===== src/rtl/score_life_keeper_pkg.sv =====
// Shared types and constants for the score/life keeper: BCD score type,
// score FSM states and a capture-time digit clamp.
package score_pkg;

  typedef logic [23:0] bcd6_t;

  typedef enum logic [1:0] {
    IDLE,
    LOAD,
    DIGIT,
    COMMIT
  } score_state_e;

  localparam bcd6_t BCD_MAX    = 24'h999999;
  localparam int    NUM_DIGITS = 6;

  // Any nibble above 9 is not a legal BCD digit; treat it as 9.
  function automatic bcd6_t clampBcd(input bcd6_t v);
    bcd6_t r;
    r = v;
    for (int k = 0; k < NUM_DIGITS; k++) begin
      if (v[4*k +: 4] > 4'd9) r[4*k +: 4] = 4'd9;
    end
    return r;
  endfunction

endpackage


===== src/rtl/score_life_keeper_bcd_digit_alu.sv =====
// Single BCD digit adder/subtractor with carry (add) or borrow (sub) chaining.
module bcd_digit_alu (
  input  logic [3:0] a_i,
  input  logic [3:0] b_i,
  input  logic       cin_i,
  input  logic       sub_i,
  output logic [3:0] res_o,
  output logic       cout_o
);

  logic [4:0] sum5;
  logic [4:0] need5;

  // Add wraps above 9 with a carry; subtract borrows ten when a < b + borrow.
  always_comb begin
    sum5   = {1'b0, a_i} + {1'b0, b_i} + {4'b0000, cin_i};
    need5  = {1'b0, b_i} + {4'b0000, cin_i};
    res_o  = 4'd0;
    cout_o = 1'b0;
    if (!sub_i) begin
      if (sum5 > 5'd9) begin
        res_o  = 4'(sum5 - 5'd10);
        cout_o = 1'b1;
      end else begin
        res_o = sum5[3:0];
      end
    end else begin
      if ({1'b0, a_i} >= need5) begin
        res_o = 4'({1'b0, a_i} - need5);
      end else begin
        res_o  = 4'({1'b0, a_i} + 5'd10 - need5);
        cout_o = 1'b1;
      end
    end
  end

endmodule


===== src/rtl/score_life_keeper.sv =====
// Game state keeper: digit-serial BCD score with one-deep add/sub request
// buffers, saturating life counter with game-over latch, and a frame-based
// bonus countdown timer.
module score_life_keeper
  import score_pkg::*;
#(
  parameter int LIVES_INIT = 3,
  parameter int LIVES_MAX  = 7,
  parameter int TIME_W     = 11
) (
  input  logic              clk,
  input  logic              resetN,
  input  logic              startOfFrame,
  input  logic              gameRestart,
  input  logic              enableAddScore,
  input  logic              enableRemoveScore,
  input  logic [23:0]       scoreAmount,
  input  logic              enableAddLife,
  input  logic              enableRemoveLife,
  input  logic [2:0]        lifeAmount,
  input  logic              requestTime,
  input  logic [TIME_W-1:0] timeLenReq,
  output logic [23:0]       score,
  output logic [2:0]        lives,
  output logic              gameOver,
  output logic              scoreBusy,
  output logic              scoreDropped,
  output logic              bonusActive,
  output logic [TIME_W-1:0] bonusFramesLeft
);

  localparam logic signed [4:0] LivesMaxS  = 5'(LIVES_MAX);
  localparam logic [2:0]        LivesInitV = 3'(LIVES_INIT);

  score_state_e      state_q;
  logic [2:0]        idx_q;
  bcd6_t             work_q;
  bcd6_t             opnd_q;
  logic              isSub_q;
  logic              carry_q;
  bcd6_t             score_q;
  logic              addPend_q;
  logic              subPend_q;
  bcd6_t             addAmt_q;
  bcd6_t             subAmt_q;
  logic              dropped_q;
  logic [2:0]        lives_q;
  logic [2:0]        lives_d;
  logic              gameOver_q;
  logic              gameOver_d;
  logic [TIME_W-1:0] bonus_q;
  logic [TIME_W-1:0] bonus_d;
  logic signed [4:0] livesSum;

  logic [3:0] aluRes;
  logic       aluCout;
  logic       clearAdd;
  logic       clearSub;
  logic       takeAddReq;
  logic       takeSubReq;

  bcd_digit_alu uAlu (
    .a_i   (work_q[3:0]),
    .b_i   (opnd_q[3:0]),
    .cin_i (carry_q),
    .sub_i (isSub_q),
    .res_o (aluRes),
    .cout_o(aluCout)
  );

  // A latch being emptied by LOAD on this edge can accept a new request.
  assign clearAdd   = (state_q == LOAD) && !isSub_q;
  assign clearSub   = (state_q == LOAD) &&  isSub_q;
  assign takeAddReq = enableAddScore    && !gameOver_q;
  assign takeSubReq = enableRemoveScore && !gameOver_q;

  // Score FSM with request capture; digits rotate through the working register.
  always_ff @(posedge clk or negedge resetN) begin
    if (!resetN) begin
      state_q   <= IDLE;
      idx_q     <= 3'd0;
      work_q    <= '0;
      opnd_q    <= '0;
      isSub_q   <= 1'b0;
      carry_q   <= 1'b0;
      score_q   <= '0;
      addPend_q <= 1'b0;
      subPend_q <= 1'b0;
      addAmt_q  <= '0;
      subAmt_q  <= '0;
      dropped_q <= 1'b0;
    end else if (gameRestart) begin
      state_q   <= IDLE;
      idx_q     <= 3'd0;
      work_q    <= '0;
      opnd_q    <= '0;
      isSub_q   <= 1'b0;
      carry_q   <= 1'b0;
      score_q   <= '0;
      addPend_q <= 1'b0;
      subPend_q <= 1'b0;
      addAmt_q  <= '0;
      subAmt_q  <= '0;
      dropped_q <= 1'b0;
    end else begin
      if (clearAdd) addPend_q <= 1'b0;
      if (clearSub) subPend_q <= 1'b0;
      if (takeAddReq) begin
        if (addPend_q && !clearAdd) begin
          dropped_q <= 1'b1;
        end else begin
          addPend_q <= 1'b1;
          addAmt_q  <= clampBcd(scoreAmount);
        end
      end
      if (takeSubReq) begin
        if (subPend_q && !clearSub) begin
          dropped_q <= 1'b1;
        end else begin
          subPend_q <= 1'b1;
          subAmt_q  <= clampBcd(scoreAmount);
        end
      end
      case (state_q)
        IDLE: begin
          if (addPend_q) begin
            isSub_q <= 1'b0;
            state_q <= LOAD;
          end else if (subPend_q) begin
            isSub_q <= 1'b1;
            state_q <= LOAD;
          end
        end
        LOAD: begin
          work_q  <= score_q;
          opnd_q  <= isSub_q ? subAmt_q : addAmt_q;
          carry_q <= 1'b0;
          idx_q   <= 3'd0;
          state_q <= DIGIT;
        end
        DIGIT: begin
          work_q  <= {aluRes, work_q[23:4]};
          opnd_q  <= {4'h0, opnd_q[23:4]};
          carry_q <= aluCout;
          if (idx_q == 3'(NUM_DIGITS - 1)) begin
            state_q <= COMMIT;
          end else begin
            idx_q <= idx_q + 3'd1;
          end
        end
        COMMIT: begin
          if (carry_q) begin
            score_q <= isSub_q ? '0 : BCD_MAX;
          end else begin
            score_q <= work_q;
          end
          state_q <= IDLE;
        end
        default: state_q <= IDLE;
      endcase
    end
  end

  // Next life count: net delta in signed 5 bits, clamped to 0..LIVES_MAX.
  always_comb begin
    livesSum = $signed({2'b00, lives_q});
    if (enableAddLife && !gameOver_q) livesSum = livesSum + $signed({2'b00, lifeAmount});
    if (enableRemoveLife && !gameOver_q) livesSum = livesSum - $signed({2'b00, lifeAmount});
    if (livesSum < 5'sd0) begin
      lives_d = 3'd0;
    end else if (livesSum > LivesMaxS) begin
      lives_d = LivesMaxS[2:0];
    end else begin
      lives_d = livesSum[2:0];
    end
    gameOver_d = gameOver_q | (lives_d == 3'd0);
  end

  // Bonus timer next value: a request loads the larger length, else frames count down.
  always_comb begin
    bonus_d = bonus_q;
    if (requestTime && !gameOver_q && (timeLenReq != '0)) begin
      bonus_d = (timeLenReq > bonus_q) ? timeLenReq : bonus_q;
    end else if (startOfFrame && (bonus_q != '0)) begin
      bonus_d = bonus_q - TIME_W'(1);
    end
  end

  // Life, game-over and bonus state registers.
  always_ff @(posedge clk or negedge resetN) begin
    if (!resetN) begin
      lives_q    <= LivesInitV;
      gameOver_q <= 1'b0;
      bonus_q    <= '0;
    end else if (gameRestart) begin
      lives_q    <= LivesInitV;
      gameOver_q <= 1'b0;
      bonus_q    <= '0;
    end else begin
      lives_q    <= lives_d;
      gameOver_q <= gameOver_d;
      bonus_q    <= bonus_d;
    end
  end

  assign score           = score_q;
  assign lives           = lives_q;
  assign gameOver        = gameOver_q;
  assign scoreBusy       = (state_q != IDLE) | addPend_q | subPend_q;
  assign scoreDropped    = dropped_q;
  assign bonusActive     = (bonus_q != '0);
  assign bonusFramesLeft = bonus_q;

endmodule


===== config.mk =====
export PLATFORM = sky130hd
export DESIGN_NAME = score_life_keeper
export DESIGN_NICKNAME = d
export VERILOG_FILES = /design/src/rtl/score_life_keeper_pkg.sv /design/src/rtl/score_life_keeper_bcd_digit_alu.sv /design/src/rtl/score_life_keeper.sv
export SDC_FILE = /design/constraint.sdc
export NUM_CORES = 1
export LEC_CHECK = 0
export ABC_AREA = 1
export CAP_MARGIN = 20
export CELL_PAD_IN_SITES_DETAIL_PLACEMENT = 0
export CELL_PAD_IN_SITES_GLOBAL_PLACEMENT = 2
export CORE_ASPECT_RATIO = 0.6
export CORE_MARGIN = 10
export CORE_UTILIZATION = 38
export CTS_BUF_LIST = sky130_fd_sc_hd__clkbuf_2
export DETAILED_ROUTE_END_ITERATION = 10
export HOLD_SLACK_MARGIN = 0.12
export PLACE_DENSITY_LB_ADDON = 0.1
export SKIP_LAST_GASP = 1
export SLEW_MARGIN = 5
export SYNTH_ARGS = -nofsm -noshare
export SYNTH_HDL_FRONTEND = slang
export SYNTH_SLANG_ARGS = --single-unit
export TNS_END_PERCENT = 1

===== constraint.sdc =====
create_clock -name clk -period 6.7 [get_ports clk]
set_input_delay 1.34 -clock clk [delete_from_list [all_inputs] [get_ports clk]]
set_output_delay 1.34 -clock clk [all_outputs]
set_load 0.005 [all_outputs]

After elaboration in Yosys (flattened, before gate mapping)
Index checks and enable logic that the tools add are counted.
{"block": "word_totals", "out_inout_bits": 42, "reg_bits": 145, "word_cells": 147, "in_bits": 47}
{"block": "classes", "reduce_logical": 33, "addsub": 11, "n_eq_ne": 10, "bitwise": 3, "order_cmp": 11, "n_mux": 64}
{"op": "2-to-1 mux 24 bit", "count": 13}
{"op": "one-hot mux 24 bit (2 select lines)", "count": 2}
{"op": "2-to-1 mux 11 bit", "count": 4}
{"op": "2-to-1 mux 4 bit", "count": 10}
{"op": "greater-than comparator 4 bit, second input constant", "count": 6}
{"op": "2-to-1 mux 1 bit", "count": 22}
{"op": "nonzero test 11 bit", "count": 2}
{"op": "2-to-1 mux 3 bit", "count": 5}
{"op": "AND reduction 2 bit", "count": 6}
{"op": "greater-than comparator 11 bit", "count": 1}
{"op": "logical AND 1 bit", "count": 11}
{"op": "subtractor 11 x 1 -> 11 bit, second input constant", "count": 1}
{"op": "greater-than comparator 5 x 4 -> 1 bit, second input constant", "count": 2}
{"op": "nonzero test 2 bit", "count": 5}
{"op": "nonzero test 3 bit", "count": 3}
{"op": "2-to-1 mux 2 bit", "count": 4}
{"op": "one-hot mux 2 bit (4 select lines)", "count": 1}
{"op": "subtractor 4 bit", "count": 2}
{"op": "!= test 3 bit, second input constant", "count": 2}
{"op": "one-hot mux 3 bit (2 select lines)", "count": 1}
{"op": "adder 4 x 1 -> 5 bit", "count": 1}
{"op": "adder 4 x 4 -> 5 bit", "count": 1}
{"op": "adder 5 x 1 -> 5 bit", "count": 1}
{"op": ">= comparator 4 x 5 -> 1 bit", "count": 1}
{"op": "other kinds (18)", "count": 25}

Depth between registers and ports, before layout
Gate-level depths: netlist (run 1).
{"block": "depth", "depth_word": 11, "mapped_depth": 18, "ltp_nobuf": 18}

Modules after synthesis
Synthesis (run 1) repeated with hierarchy kept, for this count alone.
{"block": "hier_totals", "cells_unflattened": 1025, "hier_area_um2": 8150.3}
{"module": "score_life_keeper", "area_each_um2": 7487.2, "cells_per_inst": 915, "instances": 1, "seq_area_each_um2": 3631.0}
{"module": "bcd_digit_alu", "area_each_um2": 663.1, "cells_per_inst": 110, "instances": 1, "seq_area_each_um2": 0.0}

Least setup slack after synthesis (run 1)
No wires, ideal clock.
{"block": "synth_path", "kind": "input -> register", "startpoint": "input port lifeAmount[0]", "endpoint": "register gameOver_q, in the netlist gameOver", "t_required_ns": 6.624, "arrival_ns": 3.524, "path_slack_ns": 3.100, "path_buffers": 0, "setup_ns": 0.076, "cell_stages": 14, "path_cell_list": "ha_1 > fa_1 > inv_1 > o21ai_0 > inv_1 > fa_1 > or2_2 > nand2_1 > a21oi_1 > a21oi_1 > nand2_1 > nand2_1 > nand2_1 > o21ai_1"}
{"block": "synth_between", "elab_chain_len": 10, "word_cells_on_any_way": 11, "cone_classes": "add/sub (2); order compare (2); mux (5); bitwise (1); reduce/logical (1)"}
{"element": "start, declared", "line_no": "score_life_keeper.sv:20", "source": "input logic [2:0] lifeAmount,"}
{"element": "adder 3 x 3 -> 4 bit", "line_no": "score_life_keeper.sv:167", "source": "if (enableAddLife && !gameOver_q) livesSum = livesSum + $signed({2'b00, lifeAmount});"}
{"element": "2-to-1 mux 4 bit", "line_no": "score_life_keeper.sv:167"}
{"element": "subtractor 5 x 4 -> 5 bit", "line_no": "score_life_keeper.sv:168", "source": "if (enableRemoveLife && !gameOver_q) livesSum = livesSum - $signed({2'b00, lifeAmount});"}
{"element": "2-to-1 mux 5 bit *", "line_no": "score_life_keeper.sv:168"}
{"element": "greater-than comparator 5 x 4 -> 1 bit", "line_no": "score_life_keeper.sv:171", "source": "end else if (livesSum > LivesMaxS) begin"}
{"element": "2-to-1 mux 3 bit", "line_no": "score_life_keeper.sv:171"}
{"element": "2-to-1 mux 3 bit *", "line_no": "score_life_keeper.sv:169", "source": "if (livesSum < 5'sd0) begin"}
{"element": "zero test 3 bit *", "line_no": "score_life_keeper.sv:176", "source": "gameOver_d = gameOver_q | (lives_d == 3'd0);"}
{"element": "bitwise OR 1 bit *", "line_no": "score_life_keeper.sv:176"}
{"element": "2-to-1 mux 1 bit *", "line_no": "score_life_keeper.sv:195", "source": "end else if (gameRestart) begin"}
{"element": "end signal, assigned", "line_no": "score_life_keeper.sv:201", "source": "gameOver_q <= gameOver_d;"}
{"element": "end, declared", "line_no": "score_life_keeper.sv:49", "source": "logic gameOver_q;"}
Every way passes the cells marked *; elsewhere a longest branch is shown, timed or not.
A chain may end at the register's enable or synchronous reset.

Worst setup path in the final report (run 1)
{"block": "layout_path", "startpoint": "register bonus_q[0], in the netlist bonusFramesLeft[0]", "endpoint": "output port bonusActive"}
{"block": "layout_between", "elab_chain_len": 1}
{"element": "start, declared", "line_no": "score_life_keeper.sv:51", "source": "logic [TIME_W-1:0] bonus_q;"}
{"element": "start signal, assigned", "line_no": "score_life_keeper.sv:202", "source": "bonus_q <= bonus_d;"}
{"element": "nonzero test 11 bit", "line_no": "score_life_keeper.sv:211", "source": "assign bonusActive = (bonus_q != '0);"}
{"element": "end, declared", "line_no": "score_life_keeper.sv:28", "source": "output logic bonusActive,"}
No other way between the ends.

==> results of run 1 <==
[metal layers]
| layer | vias up | share of wire (%) | wire (µm) |
|---|---|---|---|
| met2 | 82 | 42 | 9170 |
| met3 | 6 | 3.4 | 756 |
| met4 | 0 | 0.44 | 98 |
| met5 | - | 0 | 0 |
| met1 | 3230 | 54 | 12000 |
| li1 | 3434 | - | - |
[per-stage QoR]
step | utilization, % | instance area, µm²
4_1_cts | 44.8 | 9350
2_1_floorplan | - | 8040
6_report | 44.8 | 9350
3_3_place_gp | 43.7 | 9110
5_1_grt | 44.8 | 9350
3_5_place_dp | 43.7 | 9110
[worst paths after layout]
kind	from	endpoint	slack (ps)	depth (start not counted)
min in group asynchronous	resetN	addAmt_q[0]	640	1
max in group asynchronous	resetN	opnd_q[7]	4670	2
worst min register to register	addPend_q	isSub_q	470	1
worst max-delay path	bonusFramesLeft[0]	bonusActive	2710	8
worst max register to register	carry_q	work_q[23]	3320	17
worst min-delay path	addPend_q	isSub_q	470	1
[critical path, cell delays in order, from the launching register on]
cell and delay, ps:
dfrtp_1 490, inv_1 130, ha_1 240, nand2_2 90
nor2_4 140, nand3_2 90, nor2_1 170, nand3_1 120
clkdlybuf4s50_1 480
[power by group]
group / switching [mW] / internal [mW] / total [mW]
sequential: 0.143 / 1.05 / 1.19
clock: 0.319 / 0.204 / 0.523
combinational: 0.918 / 0.557 / 1.48
[layout make-up]
class / instances / area, µm²
sequential: 145 / 3630
inverter: 108 / 405
clock buffer: 19 / 95.1
multi-input combinational: 691 / 3800
timing repair buffer: 95 / 930
clock inverter: 13 / 144
tap: 279 / 349
fill: 2147 / 11500
[logic make-up after synthesis]
logic type,after synthesis,synth area share [%]
compound gates,232,15.8
xor+xnor,9,0.980
fa+ha+maj,43,7.25
buf+inv,153,7.64
flops,145,45.2
mux,24,3.36
simple gates,383,19.8
[sequential cells by signal, indices dropped and copies added, names as in the netlist, 2 cells and up]
name and cells:
subAmt_q 24, score 24, state_q 2, lives 3, idx_q 3, opnd_q 24
addAmt_q 24, work_q 24, bonusFramesLeft 11
[placed cells by master, fill, tap and decap left out, types with 5 or more instances in the layout]
cell / n
ha_1: 36
dfrtp_1: 143
inv_2: 5
a31oi_1: 13
nand2_1: 207
buf_4: 7
nand2_2: 6
o22ai_1: 22
inv_1: 102
nand3_1: 67
mux2_2: 24
a21oi_1: 41
nor2_1: 87
xnor2_1: 6
o21ai_0: 132
clkbuf_2: 19
clkdlybuf4s50_1: 86
fa_1: 6
==> insert_results.sql, run 1 <==
INSERT INTO impl_metrics (metric_group, metric, value, unit) VALUES
('pwr', 'overall_power', '3.19', 'mW'),
('min_path', 'min_path_type', 'flip-flop to flip-flop', ''),
('timing', 'fmax', '251', 'MHz'),
('clocking', 'postCtsSetupRepairBufs', '0', ''),
('global_routing', 'gr-usage-met1', '24.0', '%'),
('timing', 'timing.final.crit_share', '59.5', '%'),
('critical_path', 'crit_path_start_kind', 'flip-flop', ''),
('synth', 'synth_top_area_share', '44.5', '%'),
('outcome', 'run_status', 'complete, no violations', ''),
('timing', 'whs', '470', 'ps'),
('synth', 'synth-async-reset-ratio', '100', '%'),
('global_routing', 'initial_antenna_violation_count', '0', ''),
('layout', 'antenna_diode_count', '0', ''),
('clocking', 'cts.path.max_buffers', '2', ''),
('clocking', 'cts-hold-fix-buffers', '0', ''),
('clocking', 'cts_num_sinks', '145', ''),
('critical_path', 'endpoint_kind', 'output port', ''),
('timing', 'setup_repair_after_global_routing_missed_its_margin', 'false', ''),
('layout', 'flow.area_growth_from_synthesis', '16.3', '%'),
('timing', 'setup_viol_count_final', '0', ''),
('synth', 'synth_enable_flop_cells', '0', ''),
('critical_path', 'required_time_at_the_worst_slack_endpoint', '5360', 'ps'),
('placement', 'portBuffers', '88', ''),
('synth', 'synth_top_flop_cell', 'dfrtp_1', ''),
('global_routing', 'grt_util_met2', '22.9', '%'),
('synth', 'synthCells', '989', ''),
('critical_path', 'path_max_fanout', '6', ''),
('synth', 'yosys.cell_types.count', '44', ''),
('timing', 'worst_slew_pin_slew', '872', 'ps'),
('routing', 'detail_route.iter0.violations', '441', ''),
('synth', 'post-synth-top-count-cell', 'nand2_1', ''),
('timing', 'setup_tns', '0', 'ps'),
('timing', 'timing.clock.skew', '44.2', 'ps'),
('clocking', 'clk_root_buffer_cell', 'clkbuf_2', ''),
('timing', 'setup_slack', '2710', 'ps'),
('layout', 'drive_above_1_share', '7.75', '%'),
('layout', 'instances_no_fill', '1350', ''),
('timing', 'layout_min_cycle_time', '3990', 'ps'),
('pwr', 'power_density', '341', 'nW/µm²'),
('synth', 'synth_seq_area_share', '45.2', '%'),
('critical_path', 'crit_arrival', '2650', 'ps'),
('global_routing', 'grt_first_pass_wirelength', '36300', 'µm'),
('clocking', 'tritoncts', 'yes', ''),
('placement', 'dpl.cell_count', '1318', ''),
('floorplan', 'initial_utilization', '38.5', '%'),
('clocking', 'path_clk_slew', '230', 'ps'),
('layout', 'finish.net_count', '1148', ''),
('synth', 'post_synth.cell_area_avg', '8.13', 'µm²'),
('clocking', 'worstSkewPairLatency', '720', 'ps'),
('global_routing', 'track_usage', '16.1', '%'),
('synth', 'synth.largest_area_cell', 'dfrtp_1', ''),
('critical_path', 'criticalPathCategory', 'flip-flop to output port', ''),
('floorplan', 'floorplan.die.height', '133', 'µm'),
('floorplan', 'coreArea', '20900', 'µm²'),
('routing', 'firstDrtPassIters', '5', ''),
('floorplan', 'ioPinCount', '89', ''),
('synth', 'synth.ff_latch_count', '145', ''),
('routing', 'finalWirelength', '22000', 'µm'),
('placement', 'gp_congestion', '0.800', ''),
('synth', 'top_post_synthesis_cells_by_area', 'dfrtp_1 (45%), nand2_1 (9.7%), o21ai_0 (8.2%), ha_1 (5.8%), inv_1 (4.8%)', ''),
('global_routing', 'grt_max_degree', '80', ''),
('routing', 'route.antenna.remaining_nets', '0', ''),
('global_routing', 'grt_use_met3', '3.92', '%'),
('floorplan', 'std_cell_rows', '41', ''),
('synth', 'syn-num-nets', '1079', ''),
('timing', 'maxSlewViolCount', '0', ''),
('global_routing', 'most_crowded_layer_after_global_routing', 'met1', ''),
('floorplan', 'die_x', '208', 'µm'),
('global_routing', 'via_count_of_the_first_global_routing_pass', '6559', ''),
('placement', 'pre_cts_ws', '2460', 'ps'),
('routing', 'detail_route.drc_violations', '0', '');
Note: power is estimated with default switching activity, not from simulation.
==> run 2: changes to the inputs <==
--- a/config.mk
+++ b/config.mk
@@ -11,7 +11,7 @@
 export CELL_PAD_IN_SITES_GLOBAL_PLACEMENT = 2
 export CORE_ASPECT_RATIO = 0.6
 export CORE_MARGIN = 10
-export CORE_UTILIZATION = 38
+export CORE_UTILIZATION = 32
 export CTS_BUF_LIST = sky130_fd_sc_hd__clkbuf_2
 export DETAILED_ROUTE_END_ITERATION = 10
 export HOLD_SLACK_MARGIN = 0.12
==> constraint.sdc (replaced) <==
create_clock -name clk -period 3.5 [get_ports clk]
set_input_delay 0.7 -clock clk [delete_from_list [all_inputs] [get_ports clk]]
set_output_delay 0.7 -clock clk [all_outputs]
set_load 0.005 [all_outputs]
==> insert_results.sql, run 2 (synthesized netlist as in run 1, its figures left out) <==
INSERT INTO impl_metrics (metric_group, metric, value, unit) VALUES
('placement', 'dp_hpwl', '16300', 'µm'),
('floorplan', 'fp.dieArea', '32100', 'µm²'),
('layout', 'drive_above_1_share', '9.35', '%'),
('clocking', 'cts.path.max_buffers', '2', ''),
('outcome', 'run_status', 'complete, no violations', ''),
('critical_path', 'criticalPathCategory', 'flip-flop to output port', ''),
('critical_path', 'path_max_fanout', '5', ''),
('run', 'drv_cap', '0', ''),
('floorplan', 'std_cell_rows', '44', ''),
('clocking', 'cts_num_sinks', '145', ''),
('global_routing', 'track_usage', '15.2', '%'),
('routing', 'detail_route.drc_violations', '0', ''),
('pwr', 'share_clk_of_total_power', '16.5', '%'),
('global_routing', 'initial_antenna_violation_count', '1', ''),
('layout', 'flow.area_growth_from_synthesis', '19.4', '%'),
('clocking', 'tritoncts.num_buffers', '17', ''),
('routing', 'detail_route.iter0.violations', '373', ''),
('critical_path', 'crit_path_start_kind', 'flip-flop', ''),
('pwr', 'power_frac_seq', '36.2', '%'),
('routing', 'routed_length_per_placed_instance', '16.7', 'µm'),
('timing', 'setup_tns', '0', 'ps'),
('min_path', 'min_path_type', 'input pin to asynchronous set/reset pin', ''),
('placement', 'dpl.cell_count', '1377', ''),
('pwr', 'power_density', '655', 'nW/µm²'),
('floorplan', 'die_x', '225', 'µm'),
('floorplan', 'ioPinCount', '89', ''),
('critical_path', 'slowest_delay', '460', 'ps'),
('clocking', 'tritoncts', 'yes', ''),
('critical_path', 'timing.critical_path.slowest_stage_cell', 'dfrtp_1', ''),
('pwr', 'power.switching_fraction', '43.4', '%'),
('routing', 'route.detailed.vias_per_inst', '4.83', ''),
('clocking', 'worstSkewPairLatency', '750', 'ps'),
('timing', 'layout_min_cycle_time', '2980', 'ps'),
('routing', 'route.antenna.remaining_nets', '0', ''),
('global_routing', 'overall_overflow_remaining_after_global_route', '0', ''),
('layout', 'layout.cells.most_common_list', 'nand2_1 (208), dfrtp_1 (143), o21ai_0 (132)', ''),
('timing', 'setup_repair_after_global_routing_missed_its_margin', 'false', ''),
('pwr', 'power_frac_comb', '47.3', '%'),
('layout', 'design_area', '9600', 'µm²'),
('global_routing', 'grt_max_degree', '69', ''),
('critical_path', 'required_time_at_the_worst_slack_endpoint', '2800', 'ps'),
('routing', 'dr_total_vias', '6827', ''),
('floorplan', 'initial_utilization', '32.9', '%'),
('layout', 'instances_no_fill', '1414', ''),
('pwr', 'leakage', '4.40', 'nW'),
('timing', 'worst_slew_pin_slew', '891', 'ps'),
('timing', 'whs', '494', 'ps'),
('timing', 'setup_viol_count_final', '0', ''),
('timing', 'maxSlewViolCount', '0', ''),
('clocking', 'clock_tree.htree_level_count', '4', ''),
('floorplan', 'floorplan.die.height', '143', 'µm'),
('placement', 'portBuffers', '88', ''),
('clocking', 'path_clk_slew', '230', 'ps'),
('placement', 'placedInstanceArea', '9310', 'µm²'),
('routing', 'firstDrtPassIters', '4', ''),
('routing', 'finalWirelength', '23600', 'µm'),
('timing', 'timing.final.crit_share', '85.2', '%'),
('timing', 'fmax', '335', 'MHz'),
('timing', 'timing_hold_violations_final', '0', ''),
('global_routing', 'via_count_of_the_first_global_routing_pass', '6761', ''),
('timing', 'timing.clock.skew', '38.2', 'ps'),
('pwr', 'vdd_ir_drop_max', '261', 'µV'),
('layout', 'final_common_cell', 'nand2_1', ''),
('critical_path', 'cpMostUsedCell', 'nor2_4', ''),
('timing', 'worst_slew_margin_rel', '40.2', '%'),
('floorplan', 'coreArea', '24400', 'µm²'),
('layout', 'utilization', '39.3', '%'),
('pwr', 'power.switching', '2.73', 'mW'),
('placement', 'gp_congestion', '0.770', ''),
('global_routing', 'grt_first_pass_wirelength', '38400', 'µm'),
('clocking', 'clk_root_buffer_cell', 'clkbuf_2', ''),
('pwr', 'power.internal', '3.56', 'mW'),
('critical_path', 'endpoint_kind', 'output port', ''),
('critical_path', 'crit_arrival', '2280', 'ps'),
('critical_path', 'cell_chain_critical_path', 'inv_1, ha_2, nand2_2, nor2_4, nand3_2, nor2_4, nand3_1, dlymetal6s2s_1', ''),
('layout', 'finish.net_count', '1169', '');
==> run 2: per-layer routing <==
metal,vias up,part of all wire (%),global-route usage (%)
met3,7,3.3,3.78
met5,-,0,0
met2,82,41,21.5
met4,0,0.36,2.46
li1,3462,-,-
met1,3276,56,22.9
==> run 2: path summary, 6_finish.rpt <==
kind	endpoint	start	slack, ps	depth (start not counted)
setup / recovery	bonusActive	bonusFramesLeft[1]	520	8
hold / removal	work_q[6]	resetN	490	2
setup reg to reg	gameOver	lives[0]	710	14
hold reg to reg	idx_q[2]	idx_q[2]	500	1
max in group asynchronous	idx_q[1]	resetN	2150	3
min in group clk	idx_q[2]	idx_q[2]	500	1
==> run 2: power groups by stage <==
| stage | logic, mW | clock network [mW] | registers, mW |
|---|---|---|---|
| final | 2.97 | 1.04 | 2.27 |
| after global routing | 3.46 | 1.16 | 2.33 |
| after CTS | 2.99 | 1.08 | 2.27 |
| after detailed placement | 2.97 | 0 | 2.31 |
| after global placement | 2.98 | 0 | 2.31 |
| after floorplan | 2.03 | 0 | 2.24 |
==> run 2: what timing repair did <==
| action | 4_1_cts | 5_1_grt |
|---|---|---|
| endpoints found under the setup margin | 1 | 1 |
| setup buffers | 1 | 3 |
| pin swaps | 0 | 1 |
| resized for setup | 0 | 4 |
| hold buffers | 1 | 0 |
| endpoints found under the hold margin | 64 | 0 |
==> run 2: critical path, delay by kind of cell (launching register included) <==
kind,cells,cell delay [ps]
flip-flops,1,460
AND/OR/NAND/NOR,5,590
buffers and inverters,2,270
adder cells (fa/ha/maj),1,210
==> run 2: layout make-up <==
type	count	area, µm²
Multi-Input combinational cell	691	3810
Inverter	108	405
Timing Repair Buffer	116	1120
Clock inverter	12	141
Fill cell	2579	14800
Tap cell	322	403
Clock buffer	19	95.1
Antenna cell	1	2.50
Sequential cell	145	3630
==> run 2: metrics by stage <==
step	power (mW)	setup slack [ps]
after floorplan	4.27	540
after global placement	5.30	-18.8
after detailed placement	5.28	-36.0
after CTS	6.35	59.1
after global routing	6.94	266
final	6.29	519
